File: src/rtl/branch_history_table.sv
// Branch direction predictor: 2^INDEX_BITS saturating counters indexed by
// word-aligned PC, registered lookup with write-first bypass, init sweep
// after reset and on flush.
//
// state  | meaning
// -------+--------------------------------------------------------------
// S_INIT | sweeping WEAK_NT into every entry; lookups/updates ignored
// S_RUN  | table valid; lookups served, updates train the counters
module branch_history_table #(
  parameter int INDEX_BITS = 6,
  parameter int CTR_BITS   = 2,
  parameter int PC_BITS    = 32
) (
  input  logic                clk,
  input  logic                reset_n,
  input  logic                flush,
  input  logic                lookup_valid,
  input  logic [PC_BITS-1:0]  lookup_pc,
  output logic                pred_valid,
  output logic                pred_taken,
  output logic [CTR_BITS-1:0] pred_ctr,
  input  logic                update_valid,
  input  logic [PC_BITS-1:0]  update_pc,
  input  logic                update_taken,
  output logic                ready
);

  localparam int ENTRIES = 2**INDEX_BITS;
  localparam logic [CTR_BITS-1:0]   WEAK_NT  = CTR_BITS'((2**(CTR_BITS-1)) - 1);
  localparam logic [CTR_BITS-1:0]   CTR_MAX  = '1;
  localparam logic [CTR_BITS-1:0]   CTR_ONE  = CTR_BITS'(1);
  localparam logic [INDEX_BITS-1:0] LAST_IDX = '1;

  typedef enum logic {
    S_INIT = 1'b0,
    S_RUN  = 1'b1
  } state_t;

  state_t                r_state;
  logic [INDEX_BITS-1:0] r_ptr;
  logic                  r_ready;
  logic                  r_pred_valid;
  logic                  r_pred_taken;
  logic [CTR_BITS-1:0]   r_pred_ctr;
  logic [CTR_BITS-1:0]   r_table [ENTRIES];

  logic [INDEX_BITS-1:0] w_lk_idx;
  logic [INDEX_BITS-1:0] w_up_idx;
  logic [CTR_BITS-1:0]   w_up_cur;
  logic [CTR_BITS-1:0]   w_up_next;
  logic                  w_up_en;
  logic                  w_we;
  logic [INDEX_BITS-1:0] w_wr_idx;
  logic [CTR_BITS-1:0]   w_wr_val;
  logic                  w_bypass;
  logic [CTR_BITS-1:0]   w_lk_ctr;
  logic                  w_unused;

  assign w_lk_idx = lookup_pc[INDEX_BITS+1:2];
  assign w_up_idx = update_pc[INDEX_BITS+1:2];

  // Upper PC bits alias onto the same entry by design; byte offset is ignored.
  assign w_unused = ^{lookup_pc[PC_BITS-1:INDEX_BITS+2], lookup_pc[1:0],
                      update_pc[PC_BITS-1:INDEX_BITS+2], update_pc[1:0]};

  // Counter update, write-port select and same-index lookup bypass.
  always_comb begin
    w_up_cur  = r_table[w_up_idx];
    w_up_next = w_up_cur;
    if (update_taken) begin
      if (w_up_cur != CTR_MAX) w_up_next = w_up_cur + CTR_ONE;
    end else begin
      if (w_up_cur != '0) w_up_next = w_up_cur - CTR_ONE;
    end
    // A flush drops any update arriving in the same cycle.
    w_up_en  = (r_state == S_RUN) && update_valid && !flush;
    w_we     = (r_state == S_INIT) || w_up_en;
    w_wr_idx = (r_state == S_INIT) ? r_ptr : w_up_idx;
    w_wr_val = (r_state == S_INIT) ? WEAK_NT : w_up_next;
    w_bypass = w_up_en && (w_up_idx == w_lk_idx);
    w_lk_ctr = w_bypass ? w_up_next : r_table[w_lk_idx];
  end

  // Counter storage: no reset, contents come only from sweep and updates.
  always_ff @(posedge clk) begin
    if (w_we) r_table[w_wr_idx] <= w_wr_val;
  end

  // Sequencing FSM with registered ready and prediction outputs.
  always_ff @(posedge clk or negedge reset_n) begin
    if (!reset_n) begin
      r_state      <= S_INIT;
      r_ptr        <= '0;
      r_ready      <= 1'b0;
      r_pred_valid <= 1'b0;
      r_pred_taken <= 1'b0;
      r_pred_ctr   <= '0;
    end else begin
      case (r_state)
        S_INIT: begin
          if (flush) begin
            r_ptr <= '0;
          end else if (r_ptr == LAST_IDX) begin
            r_state <= S_RUN;
            r_ptr   <= '0;
            r_ready <= 1'b1;
          end else begin
            r_ptr <= r_ptr + 1'b1;
          end
        end
        S_RUN: begin
          if (flush) begin
            r_state <= S_INIT;
            r_ptr   <= '0;
            r_ready <= 1'b0;
          end
        end
        default: begin
          r_state <= S_INIT;
          r_ptr   <= '0;
          r_ready <= 1'b0;
        end
      endcase

      if ((r_state == S_RUN) && lookup_valid) begin
        r_pred_valid <= 1'b1;
        r_pred_ctr   <= w_lk_ctr;
        r_pred_taken <= w_lk_ctr[CTR_BITS-1];
      end else begin
        r_pred_valid <= 1'b0;
      end
    end
  end

  assign ready      = r_ready;
  assign pred_valid = r_pred_valid;
  assign pred_taken = r_pred_taken;
  assign pred_ctr   = r_pred_ctr;

endmodule

File: config.mk
export PLATFORM = sky130hd
export DESIGN_NAME = branch_history_table
export DESIGN_NICKNAME = d
export VERILOG_FILES = /design/src/rtl/branch_history_table.sv
export SDC_FILE = /design/constraint.sdc
export NUM_CORES = 1
export LEC_CHECK = 0
export ABC_AREA = 0
export CAP_MARGIN = 10
export CELL_PAD_IN_SITES_DETAIL_PLACEMENT = 1
export CELL_PAD_IN_SITES_GLOBAL_PLACEMENT = 2
export CORE_MARGIN = 10
export CORE_UTILIZATION = 45
export CTS_CLUSTER_DIAMETER = 50
export CTS_CLUSTER_SIZE = 28
export DETAILED_ROUTE_END_ITERATION = 10
export PLACE_DENSITY = 0.88
export RECOVER_POWER = 100
export REMOVE_ABC_BUFFERS = 1
export SYNTH_ARGS = -nofsm -noshare
export SYNTH_HDL_FRONTEND = slang
export SYNTH_SLANG_ARGS = --single-unit
File: constraint.sdc
create_clock -name clk -period 6.1 [get_ports clk]
set_input_delay 1.83 -clock clk [delete_from_list [all_inputs] [get_ports clk]]
set_output_delay 1.83 -clock clk [all_outputs]
set_load 0.01 [all_outputs]
# After elaboration in Yosys (flattened, before gate mapping)
# Memories as Yosys holds them, arrays and structs flattened.
# Index checks and enable logic that the tools add are counted.
[word_totals]
register_bits = 12
ram_bits = 128
input_bits = 70
out_inout_bits = 5
wordCells = 46
memories = 1
[op_classes]
n_addsub = 3
n_eq_ne = 6
n_mux = 21
bitwise = 1
n_reduce_logical = 8
[mem_list]
columns = ["name", "depth", "width", "rd", "rd_clocked_by_memory_dff", "wr", "line", "text"]
rows = [
  ["r_table", 64, 2, 2, 0, 1, "45", "logic [CTR_BITS-1:0] r_table [ENTRIES];"],
]
[ops]
columns = ["operator", "n"]
rows = [
  ["$mux W6", 4],
  ["$pmux W6 S2", 1],
  ["$mux W2", 5],
  ["$mux W1", 9],
  ["$add A6 B1 Y6 const B", 1],
  ["$eq A6 B6 Y1", 1],
  ["$eq A6 B6 Y1 const B", 1],
  ["$ne A2 B2 Y1 const B", 3],
  ["$logic_and A1 B1 Y1", 4],
  ["$pmux W1 S2", 2],
  ["$reduce_and A3 Y1", 1],
  ["$add A2 B1 Y2 const B", 1],
  ["$ne A2 B1 Y1 const B", 1],
  ["$reduce_bool A2 Y1", 1],
  ["$sub A2 B1 Y2 const B", 1],
  ["$logic_not A1 Y1", 1],
  ["$logic_or A1 B1 Y1", 1],
  ["$not A1 Y1", 1],
]

# Logic depth before layout (Yosys ltp)
[logic_depth]
word_depth = 5
mapped_depth = 10
depth_no_buf = 7

# Least setup slack after synthesis
# Ideal clock, no wire load.
[synth_path]
path_type = "input port to flip-flop"
startpoint = "input port update_pc[2]"
endpoint = "memory r_table[0][0], data pin"
setup_ps = 514
t_arrival_ps = 3991
required_ps = 5586
path_slack_ps = 1596
path_stages = 9
path_buffers = 2
cell_sequence = "buf_6 buf_6 mux4_2 mux2_2 o22ai_1 o21a_1 o21ai_0 nand2_1 nand2_1"
[synth_between]
elab_chain_cells = 5
word_cells_on_any_way = 9
classes_between = "2 x add/sub; 1 x eq/ne; 4 x mux; 1 x reduce/logical; 1 x memory"
[synth_lines]
columns = ["item", "line", "text"]
rows = [
  ["start, declared", "23", "input logic [PC_BITS-1:0] update_pc,"],
  ["$mem_v2 Z64 W2 *", "--", ""],
  ["$sub A2 B1 Y2, or another cell as far along", "73", "if (w_up_cur != '0) w_up_next = w_up_cur - CTR_ONE;"],
  ["$mux W2, on equally long branches", "73, 71", ""],
  ["$mux W2 *", "70", "if (update_taken) begin"],
  ["$mux W2 *", "79", "w_wr_val = (r_state == S_INIT) ? WEAK_NT : w_up_next;"],
  ["via w_wr_val[0]", "54", "logic [CTR_BITS-1:0] w_wr_val;"],
  ["end, declared", "45", ""],
]
# The timed path passes the listed nets; every way through them passes the cells marked *.

# Worst setup path in the final report
[layout_path]
startpoint = "input port update_pc[2]"
endpoint = "memory r_table[48][1], data pin"
# Same word-level chain as after synthesis.

==> impl_summary.log <==
[metrics] status: completed
[metrics] number of antenna violations at the first check in global routing: 0
[metrics] Layout Skew: 0.0104 ns
[metrics] Tightest Hold Check Type: reg2reg
[metrics] share of layout cells above drive strength 1: 24.3%
[metrics] Leak Pwr: 2.69 nW
[metrics] number of buffers added on ports: 22
[metrics] critical path startpoint: update_pc[2]
[metrics] synth-to-layout area growth: 12.8%
[metrics] Worst path max stage delay: 0.72 ns
[metrics] Slowest-stage cell, CP: sky130_fd_sc_hd__clkbuf_1
[metrics] post-route setup slack: 0.884 ns
[metrics] total global routing overflow: 0
[metrics] post-CTS clock slew at the launch and capture registers of the worst setup and hold paths: 0.06 ns
[metrics] clock root cell: sky130_fd_sc_hd__clkbuf_16
[metrics] post-route setup TNS: 0 ns
[metrics] 1st-pass router iterations: 5
[metrics] critical path start-end classification: in2reg
[metrics] # resized after CTS: 0
[metrics] first-pass GRT wire length: 31,000 µm
[metrics] Highest Clock Rate: 192 MHz
[metrics] yosys synthesis warning count: 0
[metrics] Seq/Total Area, Yosys: 57.1%
[metrics] clk_lat worst skew: 0.42 ns
[metrics] switching power: 0.540 mW
[metrics] number of DRC markers in iteration 0: 502
[metrics] dominant cell type by area after synthesis: sky130_fd_sc_hd__edfxtp_1
[metrics] effective utilization at floorplan: 45.7%
[metrics] Synth Instances: 463
[metrics] maximum number of pins on one net before global-route repair: 65
[metrics] vias in the first global route: 4,912
[metrics] maximum level of the CTS H-tree: 4
[metrics] flop and latch count out of synthesis: 139
[metrics] ranking of synthesized cells by area: sky130_fd_sc_hd__edfxtp_1 53%, sky130_fd_sc_hd__mux4_2 20%, sky130_fd_sc_hd__nor2_1 4.1%
[metrics] Horiz. Die Dim: 147 µm
[metrics] count of inserted antenna diode cells: 0
[metrics] total of max-cap violations: 0
[metrics] final count of pins violating max slew: 0
[metrics] Max-slew headroom: 39.1%
[metrics] TritonCTS clock tree: yes
[metrics] die footprint: 21,500 µm²
[metrics] post-layout total power: 2.26 mW
[metrics] worst r2r dst: r_table[63][0]$_DFFE_PP_
[metrics] relative contribution of the clock network to total power: 45.8%
[metrics] Placer Congestion: 0.864
[metrics] DPL Wire Length: 13,500 µm
[metrics] mean instance size in the synthesized netlist: 15.6 µm²
[metrics] share of Yosys cell area claimed by the top area cell type: 53.3%
[metrics] Primary FF master, synth: sky130_fd_sc_hd__edfxtp_1
[metrics] worst endpoint data arrival time: 5.35 ns
[metrics] post-route DRC violation count: 0
[metrics] final worst path period need: 5.22 ns
[metrics] net switching fraction of the power: 23.8%
[metrics] Place WS: 0.847 ns
[metrics] Post-CTS Hold Fix Bufs: 0
[metrics] number of enable-type register cells in the synthesized netlist: 128
[metrics] Setup Viol. Count Final: 0
[metrics] IO Pins: 75
[metrics] Vias: 4,520
[metrics] vias per inst: 6.38
[metrics] overall routed net length: 20,100 µm
[metrics] logic gate share of total power: 8.3%
[metrics] RSZ-0062 raised after global routing: no
[metrics] number of distinct library cells after synthesis: 52
[metrics] slew at the pin with the worst max-slew slack: 0.914 ns
[metrics] number of rows created at floorplan: 46
[metrics] total power divided by cell area: 278 nW/µm²
[metrics] fillers: 1,520
[metrics] maximum number of buffers from clock root to sink: 2
[metrics] final core utilization: 51.6%
[metrics] number of cells on the worst reg-to-reg path: 8
[metrics] Cell Int Power: 1.73 mW
[metrics] final period utilization: 85.5%
[metrics] count of antenna-violating nets left after detailed routing: 0
[metrics] cell area after synthesis: 7210 µm²
[metrics] proportion of synthesized flip-flops having asynchronous set or reset: 7.91%
[metrics] crit-path max FO: 64
[metrics] final net count: 551
[metrics] IR Drop Worst-Case VDD: 178 µV
[metrics] worst endpoint required time: 6.23 ns
[metrics] endpoint type of the worst setup path: flop
[metrics] critical-path cell list: buf_2 > clkbuf_1 > mux4_2 > o22ai_1 > a2111oi_2 > o2bb2ai_2 > nor3b_2 > o211a_1 > buf_4
[metrics] Std-Cell Core Area: 15,800 µm²
[metrics] last element of the critical path: r_table[48][1]$_DFFE_PP_
[metrics] register share of total power: 45.9%
[metrics] number of CTS-inserted buffers: 17
[metrics] final routed wire length divided by cell count: 28.4 µm
[metrics] endpoints failing hold: 0
[metrics] height of the die: 147 µm
[metrics] Critical R2R Launch: r_table[52][0]$_DFFE_PP_
[metrics] setup bufs post-CTS: 0
[metrics] kind of start point of the critical path: primary input
[metrics] Overall Global Routing Usage: 19.3%
[metrics] worst setup slack for register-to-register paths: 3.32 ns
[metrics] CTS sink cnt: 139
-- worst max-delay path, delay by kind of cell --
family,cells,cell delay [ns]
buffers and inverters,3,1.89
AND/OR/NAND/NOR,1,0.24
AO/OA/AOI/OAI,4,0.89
multiplexers,1,0.42
-- Yosys cell counts (2+ instances only) --
cell / n
sky130_fd_sc_hd__edfxtp_1: 128
sky130_fd_sc_hd__nor2_1: 78
sky130_fd_sc_hd__mux4_2: 63
sky130_fd_sc_hd__nand2_1: 28
sky130_fd_sc_hd__buf_2: 13
sky130_fd_sc_hd__dfrtp_1: 11
sky130_fd_sc_hd__mux2i_1: 10
sky130_fd_sc_hd__nand3_1: 9
sky130_fd_sc_hd__clkbuf_1: 8
sky130_fd_sc_hd__mux2_2: 8
sky130_fd_sc_hd__mux4_1: 8
sky130_fd_sc_hd__o22ai_1: 8
sky130_fd_sc_hd__inv_1: 7
sky130_fd_sc_hd__o21ai_0: 7
sky130_fd_sc_hd__nand2b_1: 6
sky130_fd_sc_hd__xnor2_1: 6
sky130_fd_sc_hd__nor3_1: 5
sky130_fd_sc_hd__buf_1: 4
sky130_fd_sc_hd__buf_6: 4
sky130_fd_sc_hd__nor2b_1: 4
sky130_fd_sc_hd__a31oi_1: 3
sky130_fd_sc_hd__and3_1: 3
sky130_fd_sc_hd__o32a_1: 3
sky130_fd_sc_hd__o32ai_1: 3
sky130_fd_sc_hd__xor2_1: 3
sky130_fd_sc_hd__a2111oi_2: 2
sky130_fd_sc_hd__a211o_1: 2
sky130_fd_sc_hd__a21oi_1: 2
sky130_fd_sc_hd__buf_4: 2
sky130_fd_sc_hd__o211ai_1: 2
sky130_fd_sc_hd__o21a_1: 2
-- kinds of logic (layout without fill, tap and decap cells) --
| family | Yosys count | count (layout) | synth area share, % |
|---|---|---|---|
| xor+xnor | 9 | 9 | 1.09 |
| simple gates | 140 | 140 | 8.36 |
| fa+ha+maj | 1 | 1 | 0.173 |
| mux | 89 | 89 | 25.2 |
| buf+inv | 39 | 69 | 3.00 |
| flops | 139 | 139 | 57.1 |
| compound gates | 46 | 46 | 5.06 |
-- per-layer routing --
metal / wire (µm) / up-vias / track usage, % / share of wire [%]
met5: 0 / - / 0 / 0
met4: 655 / 0 / 7.76 / 3.3
met3: 1050 / 41 / 4.26 / 5.2
met2: 9920 / 183 / 31.0 / 49
met1: 8490 / 2409 / 24.8 / 42
li1: - / 1887 / - / -
-- state kept, by name, indices dropped and copies added, names as in the netlist --
register    cells
pred_valid      1
r_ptr           6
pred_taken      1
ready           1
r_table       128
r_state         1
pred_ctr        1
-- metrics by stage --
| step | cells | hold slack [ns] | instance area (µm²) |
|---|---|---|---|
| finish | 709 | 0.545 | 8140 |
| detailed placement | 677 | 0.544 | 7550 |
| global route | 709 | 0.576 | 8140 |
| floorplan | 431 | 0.521 | 7020 |
| CTS | 709 | 0.553 | 8140 |
| global placement | 677 | 0.539 | 7550 |
-- how the worst min path moves through the flow --
stage                                    start                    to  cells past startpoint
final                        ready$_DFFE_PN0P_     ready$_DFFE_PN0P_                      2
after detailed placement     ready$_DFFE_PN0P_     ready$_DFFE_PN0P_                      2
after floorplan           r_ptr[5]$_DFFE_PN0P_  r_ptr[5]$_DFFE_PN0P_                      1
after CTS                    ready$_DFFE_PN0P_     ready$_DFFE_PN0P_                      2
after global placement       ready$_DFFE_PN0P_     ready$_DFFE_PN0P_                      2
after global routing         ready$_DFFE_PN0P_     ready$_DFFE_PN0P_                      2
-- power by group through the flow --
| stage | Combinational, mW | Clock, mW | Sequential, mW |
|---|---|---|---|
| global placement | 0.184 | 0 | 1.06 |
| finish | 0.189 | 1.04 | 1.04 |
| global route | 0.200 | 1.10 | 1.04 |
| detailed placement | 0.189 | 0 | 1.06 |
| CTS | 0.191 | 1.05 | 1.04 |
| floorplan | 0.0990 | 0 | 1.06 |
-- cells in the final DEF (no fill, tap or decap), drive strengths merged, types with 4 or more instances in the layout --
| master | netlist | routed |
|---|---|---|
| mux4 | 71 | 71 |
| mux2i | 10 | 10 |
| clkbuf | 8 | 19 |
| nor2b | 4 | 4 |
| dlygate4sd3 | 0 | 9 |
| nor2 | 78 | 78 |
| nand2 | 28 | 28 |
| edfxtp | 128 | 128 |
| nor3 | 5 | 5 |
| o22ai | 9 | 9 |
| buf | 24 | 10 |
| mux2 | 8 | 8 |
| nand2b | 6 | 6 |
| clkdlybuf4s50 | 0 | 9 |
| xnor2 | 6 | 6 |
| dfrtp | 11 | 11 |
| o21ai | 7 | 7 |
| clkinv | 0 | 6 |
| nand3 | 9 | 9 |
| inv | 7 | 12 |
-- layout make-up --
cell class,count,area [µm²],area share [%]
Sequential cell,139,4120,50.6
Multi-Input combinational cell,285,2880,35.4
Clock buffer,17,425,5.23
Tap cell,216,270,3.32
Timing Repair Buffer,30,253,3.11
Clock inverter,15,164,2.01
Inverter,7,26.3,0.323
Note: power is estimated with default switching activity, not from simulation.
